$ cat src/rtl/shift_ctrl_pkg.sv
// Shared definitions for the shifter sequencing stage: sizes, op codes, FSM states.
package shift_ctrl_pkg;

  localparam int unsigned WIDTH       = 32;
  localparam int unsigned SHIFT_WIDTH = 5;
  localparam int unsigned OPS         = 2;
  localparam int unsigned CNT_WIDTH   = 16;

  typedef enum logic [1:0] {
    IDLE = 2'd0,
    EXEC = 2'd1,
    DONE = 2'd2
  } state_t;

  typedef enum logic [OPS-1:0] {
    LEFT_SHIFTA  = 2'b00,
    LEFT_SHIFTL  = 2'b01,
    RIGHT_SHIFTA = 2'b10,
    RIGHT_SHIFTL = 2'b11
  } op_t;

  typedef struct packed {
    logic [WIDTH-1:0]       data;
    logic [SHIFT_WIDTH-1:0] shift;
    logic [OPS-1:0]         op;
  } cmd_t;

endpackage

$ cat src/rtl/shift_ctrl_if.sv
// Command, result and shifter-side signals of shift_ctrl; slave is the controller's view.
interface shift_ctrl_if
  import shift_ctrl_pkg::*;
#(
  parameter int unsigned WIDTH       = shift_ctrl_pkg::WIDTH,
  parameter int unsigned SHIFT_WIDTH = shift_ctrl_pkg::SHIFT_WIDTH,
  parameter int unsigned OPS         = shift_ctrl_pkg::OPS,
  parameter int unsigned CNT_WIDTH   = shift_ctrl_pkg::CNT_WIDTH
);

  logic                   i_valid;
  logic                   o_ready;
  logic [WIDTH-1:0]       i_data;
  logic [SHIFT_WIDTH-1:0] i_shift;
  logic [OPS-1:0]         i_op;

  logic [WIDTH-1:0]       o_sh_data;
  logic [SHIFT_WIDTH-1:0] o_sh_shift;
  logic [OPS-1:0]         o_sh_op;
  logic                   o_sh_start;
  logic [WIDTH-1:0]       i_sh_result;

  logic                   o_valid;
  logic                   i_ready;
  logic [WIDTH-1:0]       o_result;
  logic [OPS-1:0]         o_op;
  logic                   o_zero;
  logic [CNT_WIDTH-1:0]   o_count;

  modport master (
    output i_valid, i_data, i_shift, i_op, i_sh_result, i_ready,
    input  o_ready, o_sh_data, o_sh_shift, o_sh_op, o_sh_start,
           o_valid, o_result, o_op, o_zero, o_count
  );

  modport slave (
    input  i_valid, i_data, i_shift, i_op, i_sh_result, i_ready,
    output o_ready, o_sh_data, o_sh_shift, o_sh_op, o_sh_start,
           o_valid, o_result, o_op, o_zero, o_count
  );

endinterface

$ cat src/rtl/shift_ctrl.sv
// Sequencer around the combinational shifter: accept, one-cycle execute, hold result for downstream.
module shift_ctrl
  import shift_ctrl_pkg::*;
#(
  parameter int unsigned WIDTH       = shift_ctrl_pkg::WIDTH,
  parameter int unsigned SHIFT_WIDTH = shift_ctrl_pkg::SHIFT_WIDTH,
  parameter int unsigned OPS         = shift_ctrl_pkg::OPS,
  parameter int unsigned CNT_WIDTH   = shift_ctrl_pkg::CNT_WIDTH
) (
  input  logic          i_clk,
  input  logic          i_rst,
  shift_ctrl_if.slave   bus
);

  state_t                 r_state;
  state_t                 w_next;
  logic                   w_ready;
  logic                   w_start;
  logic                   w_accept;
  logic                   w_capture;
  logic                   w_deliver;

  logic [WIDTH-1:0]       r_sh_data;
  logic [SHIFT_WIDTH-1:0] r_sh_shift;
  logic [OPS-1:0]         r_sh_op;
  logic [WIDTH-1:0]       r_result;
  logic [OPS-1:0]         r_op;
  logic                   r_zero;
  logic [CNT_WIDTH-1:0]   r_count;

  // State register
  always_ff @(posedge i_clk or posedge i_rst) begin
    if (i_rst) r_state <= IDLE;
    else       r_state <= w_next;
  end

  // Next state and handshake strobes; o_ready never looks at i_valid
  always_comb begin
    w_next    = r_state;
    w_ready   = 1'b0;
    w_start   = 1'b0;
    w_accept  = 1'b0;
    w_capture = 1'b0;
    w_deliver = 1'b0;
    case (r_state)
      IDLE: begin
        w_ready = 1'b1;
        if (bus.i_valid) begin
          w_accept = 1'b1;
          w_next   = EXEC;
        end
      end
      EXEC: begin
        w_start   = 1'b1;
        w_capture = 1'b1;
        w_next    = DONE;
      end
      DONE: begin
        w_ready = bus.i_ready;
        if (bus.i_ready) begin
          w_deliver = 1'b1;
          if (bus.i_valid) begin
            w_accept = 1'b1;
            w_next   = EXEC;
          end else begin
            w_next = IDLE;
          end
        end
      end
      default: w_next = IDLE;
    endcase
  end

  // Operand registers feed the shifter and hold until the next accept
  always_ff @(posedge i_clk or posedge i_rst) begin
    if (i_rst) begin
      r_sh_data  <= '0;
      r_sh_shift <= '0;
      r_sh_op    <= '0;
    end else if (w_accept) begin
      r_sh_data  <= bus.i_data;
      r_sh_shift <= bus.i_shift;
      r_sh_op    <= bus.i_op;
    end
  end

  // Result capture must happen while start is high, i.e. in EXEC
  always_ff @(posedge i_clk or posedge i_rst) begin
    if (i_rst) begin
      r_result <= '0;
      r_op     <= '0;
      r_zero   <= 1'b0;
    end else if (w_capture) begin
      r_result <= bus.i_sh_result;
      r_op     <= r_sh_op;
      r_zero   <= (bus.i_sh_result == '0);
    end
  end

  // Delivered-result counter, wraps naturally
  always_ff @(posedge i_clk or posedge i_rst) begin
    if (i_rst)          r_count <= '0;
    else if (w_deliver) r_count <= r_count + CNT_WIDTH'(1);
  end

  assign bus.o_ready    = w_ready;
  assign bus.o_sh_start = w_start;
  assign bus.o_sh_data  = r_sh_data;
  assign bus.o_sh_shift = r_sh_shift;
  assign bus.o_sh_op    = r_sh_op;
  assign bus.o_valid    = (r_state == DONE);
  assign bus.o_result   = r_result;
  assign bus.o_op       = r_op;
  assign bus.o_zero     = r_zero;
  assign bus.o_count    = r_count;

endmodule

$ cat src/flat_wrapper.sv
// flat-port wrapper written by rule: the top's interface ports become plain ports
module shift_ctrl_flat import shift_ctrl_pkg::*;
#(
  parameter int unsigned WIDTH       = shift_ctrl_pkg::WIDTH,
  parameter int unsigned SHIFT_WIDTH = shift_ctrl_pkg::SHIFT_WIDTH,
  parameter int unsigned OPS         = shift_ctrl_pkg::OPS,
  parameter int unsigned CNT_WIDTH   = shift_ctrl_pkg::CNT_WIDTH
)
  (i_clk, i_rst, bus_i_valid, bus_i_data, bus_i_shift, bus_i_op, bus_i_sh_result, bus_i_ready, bus_o_ready, bus_o_sh_data, bus_o_sh_shift, bus_o_sh_op, bus_o_sh_start, bus_o_valid, bus_o_result, bus_o_op, bus_o_zero, bus_o_count);
  shift_ctrl_if #(.WIDTH(WIDTH), .SHIFT_WIDTH(SHIFT_WIDTH), .OPS(OPS), .CNT_WIDTH(CNT_WIDTH)) bus_i ();
  input  logic i_clk;
  input  logic i_rst;
  input wire logic [$bits(bus_i.i_valid)-1:0] bus_i_valid;
  input wire logic [$bits(bus_i.i_data)-1:0] bus_i_data;
  input wire logic [$bits(bus_i.i_shift)-1:0] bus_i_shift;
  input wire logic [$bits(bus_i.i_op)-1:0] bus_i_op;
  input wire logic [$bits(bus_i.i_sh_result)-1:0] bus_i_sh_result;
  input wire logic [$bits(bus_i.i_ready)-1:0] bus_i_ready;
  output wire logic [$bits(bus_i.o_ready)-1:0] bus_o_ready;
  output wire logic [$bits(bus_i.o_sh_data)-1:0] bus_o_sh_data;
  output wire logic [$bits(bus_i.o_sh_shift)-1:0] bus_o_sh_shift;
  output wire logic [$bits(bus_i.o_sh_op)-1:0] bus_o_sh_op;
  output wire logic [$bits(bus_i.o_sh_start)-1:0] bus_o_sh_start;
  output wire logic [$bits(bus_i.o_valid)-1:0] bus_o_valid;
  output wire logic [$bits(bus_i.o_result)-1:0] bus_o_result;
  output wire logic [$bits(bus_i.o_op)-1:0] bus_o_op;
  output wire logic [$bits(bus_i.o_zero)-1:0] bus_o_zero;
  output wire logic [$bits(bus_i.o_count)-1:0] bus_o_count;
  assign bus_i.i_valid = bus_i_valid;
  assign bus_i.i_data = bus_i_data;
  assign bus_i.i_shift = bus_i_shift;
  assign bus_i.i_op = bus_i_op;
  assign bus_i.i_sh_result = bus_i_sh_result;
  assign bus_i.i_ready = bus_i_ready;
  assign bus_o_ready = bus_i.o_ready;
  assign bus_o_sh_data = bus_i.o_sh_data;
  assign bus_o_sh_shift = bus_i.o_sh_shift;
  assign bus_o_sh_op = bus_i.o_sh_op;
  assign bus_o_sh_start = bus_i.o_sh_start;
  assign bus_o_valid = bus_i.o_valid;
  assign bus_o_result = bus_i.o_result;
  assign bus_o_op = bus_i.o_op;
  assign bus_o_zero = bus_i.o_zero;
  assign bus_o_count = bus_i.o_count;
  shift_ctrl #(.WIDTH(WIDTH), .SHIFT_WIDTH(SHIFT_WIDTH), .OPS(OPS), .CNT_WIDTH(CNT_WIDTH)) u_core (.i_clk(i_clk), .i_rst(i_rst), .bus(bus_i));
endmodule
$ cat config.mk
export PLATFORM = sky130hd
export DESIGN_NAME = shift_ctrl_flat
export DESIGN_NICKNAME = d
export VERILOG_FILES = /design/src/rtl/shift_ctrl_pkg.sv /design/src/rtl/shift_ctrl_if.sv /design/src/rtl/shift_ctrl.sv /design/src/flat_wrapper.sv
export SDC_FILE = /design/constraint.sdc
export NUM_CORES = 1
export LEC_CHECK = 0
export ABC_AREA = 1
export CAP_MARGIN = 20
export CORE_ASPECT_RATIO = 0.5
export CORE_MARGIN = 3
export CORE_UTILIZATION = 38
export CTS_BUF_LIST = sky130_fd_sc_hd__clkbuf_4
export DETAILED_ROUTE_END_ITERATION = 7
export GPL_TIMING_DRIVEN = 1
export HOLD_SLACK_MARGIN = 0.08
export PLACE_DENSITY = 0.79
export SLEW_MARGIN = 40
export SYNTH_ARGS = -nofsm -noshare
export SYNTH_HDL_FRONTEND = slang
export SYNTH_SLANG_ARGS = --single-unit
$ cat constraint.sdc
create_clock -name i_clk -period 4 [get_ports i_clk]
set_input_delay 0.8 -clock i_clk [delete_from_list [all_inputs] [get_ports i_clk]]
set_output_delay 0.8 -clock i_clk [all_outputs]
set_load 0.05 [all_outputs]
# After elaboration in Yosys (flattened, before gate mapping)
# Cells that the tools add are included.
# W data, S select, Z words.
[op_classes]
muxes = 11
n_reduce_logical = 3
eq_ne = 4
add_sub_neg = 1
[op_table]
columns = ["op", "n"]
rows = [
  ["$logic_not A32 Y1", 1],
  ["$add A16 B1 Y16 const B", 1],
  ["$mux W1", 6],
  ["$pmux W2 S3", 1],
  ["$mux W2", 2],
  ["$ne A2 B2 Y1 const B", 2],
  ["$pmux W1 S2", 2],
  ["$eq A2 B1 Y1 const B", 1],
  ["$eq A2 B2 Y1 const B", 1],
  ["$logic_not A2 Y1", 1],
  ["$reduce_and A2 Y1", 1],
]
[word_totals]
out_inout_bits = 93
reg_bits = 92
inputBits = 75
word_cells = 27

# Depth between registers and ports, before layout
[depth]
ltp_word = 3
mapped_depth = 8
ltp_nobuf = 7

# Worst setup path after synthesis
# Ideal clock, no wire load.
[synth_timing]
path_type = "input to output"
startpoint = "in bus_i_ready"
endpoint = "out bus_o_ready"
path_slack_ns = 2.002
path_buffers = 0
arrival_time_ns = 1.198
cell_stages = 2
t_required_ns = 3.200
cell_sequence = "nand3_2 > o21ai_2"
[synth_via]
elab_chain_len = 1
[synth_rtl]
columns = ["item", "line", "rtl"]
rows = [
  ["start, declared", "flat_wrapper.sv:18", "input wire logic [$bits(bus_i.i_ready)-1:0] bus_i_ready;"],
  ["$pmux W1 S2", "shift_ctrl.sv:45", "case (r_state)"],
  ["end, declared", "flat_wrapper.sv:19", "output wire logic [$bits(bus_i.o_ready)-1:0] bus_o_ready;"],
]
# No other way between the ends.

# Worst setup path in the final report
# Ends and elaborated chain as after synthesis.

==> results.py <==
metrics = {
    "status": {
        "outcome": "finished clean",
    },
    "yosys": {
        "synth_warnings": 0,
        "syn_nets": 502,
        "yosys_register_bits": 92,
        "synth_cell_types": 21,
        "synth_common_cells": "nand2_1 (209), dfrtp_1 (92), inv_1 (28), nor2_1 (25), o21ai_0 (18)",
        "synth_edf_count": 0,
        "syn-instance-count": 426,
        "ys.flop_type": "dfrtp_1",
        "synth_area_per_cell_sq_um": 8.80,
        "synth_top_area_cell": "dfrtp_1",
        "synth.most_common_cell": "nand2_1",
        "synth.area.top_cells": "dfrtp_1 (61%), nand2_1 (21%), inv_1 (2.8%)",
        "async_flop_share": 1.00,
        "synth_area_sq_um": 3750,
        "ys_seq_area_frac": 0.614,
        "yosysTopAreaCellShare": 0.614,
    },
    "hold_path": {
        "hold_path_end": "u_core.bus.o_result[21]",
        "hold_path_class": "reg -> reg",
        "hp-start": "u_core.bus.o_result[21]",
        "holdPathStages": 2,
    },
    "floorplanning": {
        "die_w_um": 146,
        "start_util": 0.411,
        "core_area_sq_um": 9130,
        "pin_count": 168,
        "die-height_um": 76.2,
        "dieArea_sq_um": 11200,
        "rows": 24,
    },
    "clock_tree": {
        "cts.repair.resized": 0,
        "cts_made_buffers": 9,
        "path_clk_slew_ps": 120,
        "clock_tree.buffer_depth": 2,
        "post-cts-setup-buffers": 0,
        "clk-insertion-delay-late_ps": 420,
        "tritoncts": "done",
        "h-tree-depth": 3,
        "cts-root-buf": "clkbuf_4",
        "cts_sinks": 92,
        "cts_hold_buf": 0,
    },
    "global_routing": {
        "grt_max_degree": 52,
        "grt_pass1_vias": 3296,
        "grt_pass1_wl_um": 17000,
        "grt_use_total": 0.188,
        "overflow": 0,
        "antenna_found_initial": 0,
    },
    "routing": {
        "first_iter_violations": 228,
        "viasPerCell": 4.49,
        "wl_met3_um": 371,
        "drc": 0,
        "firstDrtPassIters": 4,
        "final_antenna_net_count": 0,
        "wl_met1_um": 4330,
        "highest_layer": "met4",
        "routedWlPerCell_um": 14.2,
        "wl_met2_um": 5450,
        "vias": 3264,
        "wl_um": 10300,
    },
    "power": {
        "p_per_area_nw_per_um2": 875,
        "vdd_drop_max_mv": 0.448,
        "p_total_mw": 4.94,
        "p_leak_nw": 2.73,
    },
    "sta": {
        "maxSlewHeadroom": 0.499,
        "fmax_mhz": 309,
        "clock_skew_ps": 11.0,
        "period_share": 0.809,
        "drv_slew": 0,
        "setup_viol": 0,
        "tightest_slew_ps": 750,
        "min_period_ps": 3240,
        "rsz0062_at_grt": "false",
        "fin_tns_setup_ps": 0,
        "setup_ws_ps": 765,
        "hold_viol": 0,
    },
    "worst_setup_path": {
        "rr_startpoint": "u_core.r_state[1]",
        "rr_worst_depth": 5,
        "cp-start-kind": "primary input",
        "reg2reg_slack_ps": 2170,
        "r2r-end": "u_core.bus.o_result[1]",
        "slowest_stage": "clkdlybuf4s50_1",
        "worst_path_most_repeated_cell": "clkdlybuf4s50_1",
        "cp.arrival_ps": 2440,
        "path_class": "in -> out",
        "worst_ep_required_time_ps": 3200,
        "slowest_delay_ps": 840,
        "cp_max_fo": 6,
        "end_kind": "output pin",
        "crit_chain": "clkdlybuf4s50_1, nand3_2, o21ai_2, clkdlybuf4s50_1",
    },
    "final_layout": {
        "final_layout_size_suffix_gt1_frac": 0.0369,
        "area_delta_synth_final_pct": 50.6,
        "nets": 668,
        "instances_no_fill": 727,
        "antenna_cells": 0,
    },
    "placed_design": {
        "post-place-ws_ps": 765,
        "gp_congestion": 0.825,
        "post-dp-hpwl_um": 7560,
        "port_buffers": 167,
        "dp_cells": 711,
    },
    "job": {
        "cap_violations": 0,
    },
}
-- worst max-delay path, delay by kind of cell --
family          cells  cell delay (ps)
buf+inv             2             1340
compound gates      1              130
simple gates        1              160
-- metal layers --
layer	vias up	GRT usage
li1	1627	-
met1	1554	0.230
met2	75	0.336
met3	8	0.0434
met4	0	0.0478
met5	-	0
-- cells in the final DEF, fill, tap and decap left out, drive strengths merged --
cell type | synthesis | layout
dfrtp | 92 | 92
nor3 | 1 | 1
bufinv | 0 | 1
clkdlybuf4s50 | 0 | 167
nand3 | 9 | 9
xnor2 | 10 | 10
clkbuf | 5 | 9
nand4 | 9 | 9
o21a | 1 | 1
ha | 1 | 1
clkinvlp | 0 | 1
nand2 | 210 | 210
buf | 10 | 3
o21ai | 19 | 19
clkinv | 0 | 5
nor2 | 26 | 26
inv | 30 | 30
xor2 | 3 | 3
-- flip-flops by register name (all words and copies together) (netlist names) --
register,flops
u_core.bus.o_sh_shift,5
u_core.bus.o_zero,1
u_core.r_state,2
u_core.bus.o_op,2
u_core.bus.o_count,16
u_core.bus.o_sh_op,2
u_core.bus.o_sh_data,32
u_core.bus.o_result,32
-- stage by stage --
step | area [sq um] | util | hold slack, ps
2_1_floorplan | 3750 | - | 578
3_3_place_gp | 5520 | 0.605 | 454
3_5_place_dp | 5520 | 0.605 | 457
4_1_cts | 5650 | 0.618 | 488
5_1_grt | 5650 | 0.619 | 512
6_report | 5650 | 0.619 | 485
-- layout make-up --
type / count / area (sq um)
Inverter: 30 / 115
Timing Repair Buffer: 170 / 1710
Clock buffer: 9 / 67.6
Fill cell: 795 / 3480
Tap cell: 130 / 163
Sequential cell: 92 / 2300
Clock inverter: 7 / 57.6
Multi-Input combinational cell: 289 / 1230
-- worst max path at each step --
| stage | startpoint | to | slack (ps) | cells past startpoint |
|---|---|---|---|---|
| floorplan | i_rst | u_core.bus.o_count[0] | 810 | 1 |
| global placement | bus_i_ready | bus_o_ready | 810 | 4 |
| detailed placement | bus_i_ready | bus_o_ready | 770 | 4 |
| CTS | bus_i_ready | bus_o_ready | 770 | 4 |
| global route | bus_i_ready | bus_o_ready | 720 | 4 |
| finish | bus_i_ready | bus_o_ready | 760 | 4 |
-- cells by family after synthesis --
group / share of synthesized area
compound gates: 0.0284
simple gates: 0.267
fa+ha+maj: 0.00334
flops: 0.614
xor+xnor: 0.0304
buf+inv: 0.0567
-- report_power, final --
group	internal [mW]	switching (mW)	total, mW	leakage [nW]
sequential	1.31	0.227	1.54	1.15
combinational	0.907	2.02	2.93	1.51
clock	0.182	0.295	0.477	0.0659
No activity file was read; power rests on OpenSTA's default activity.
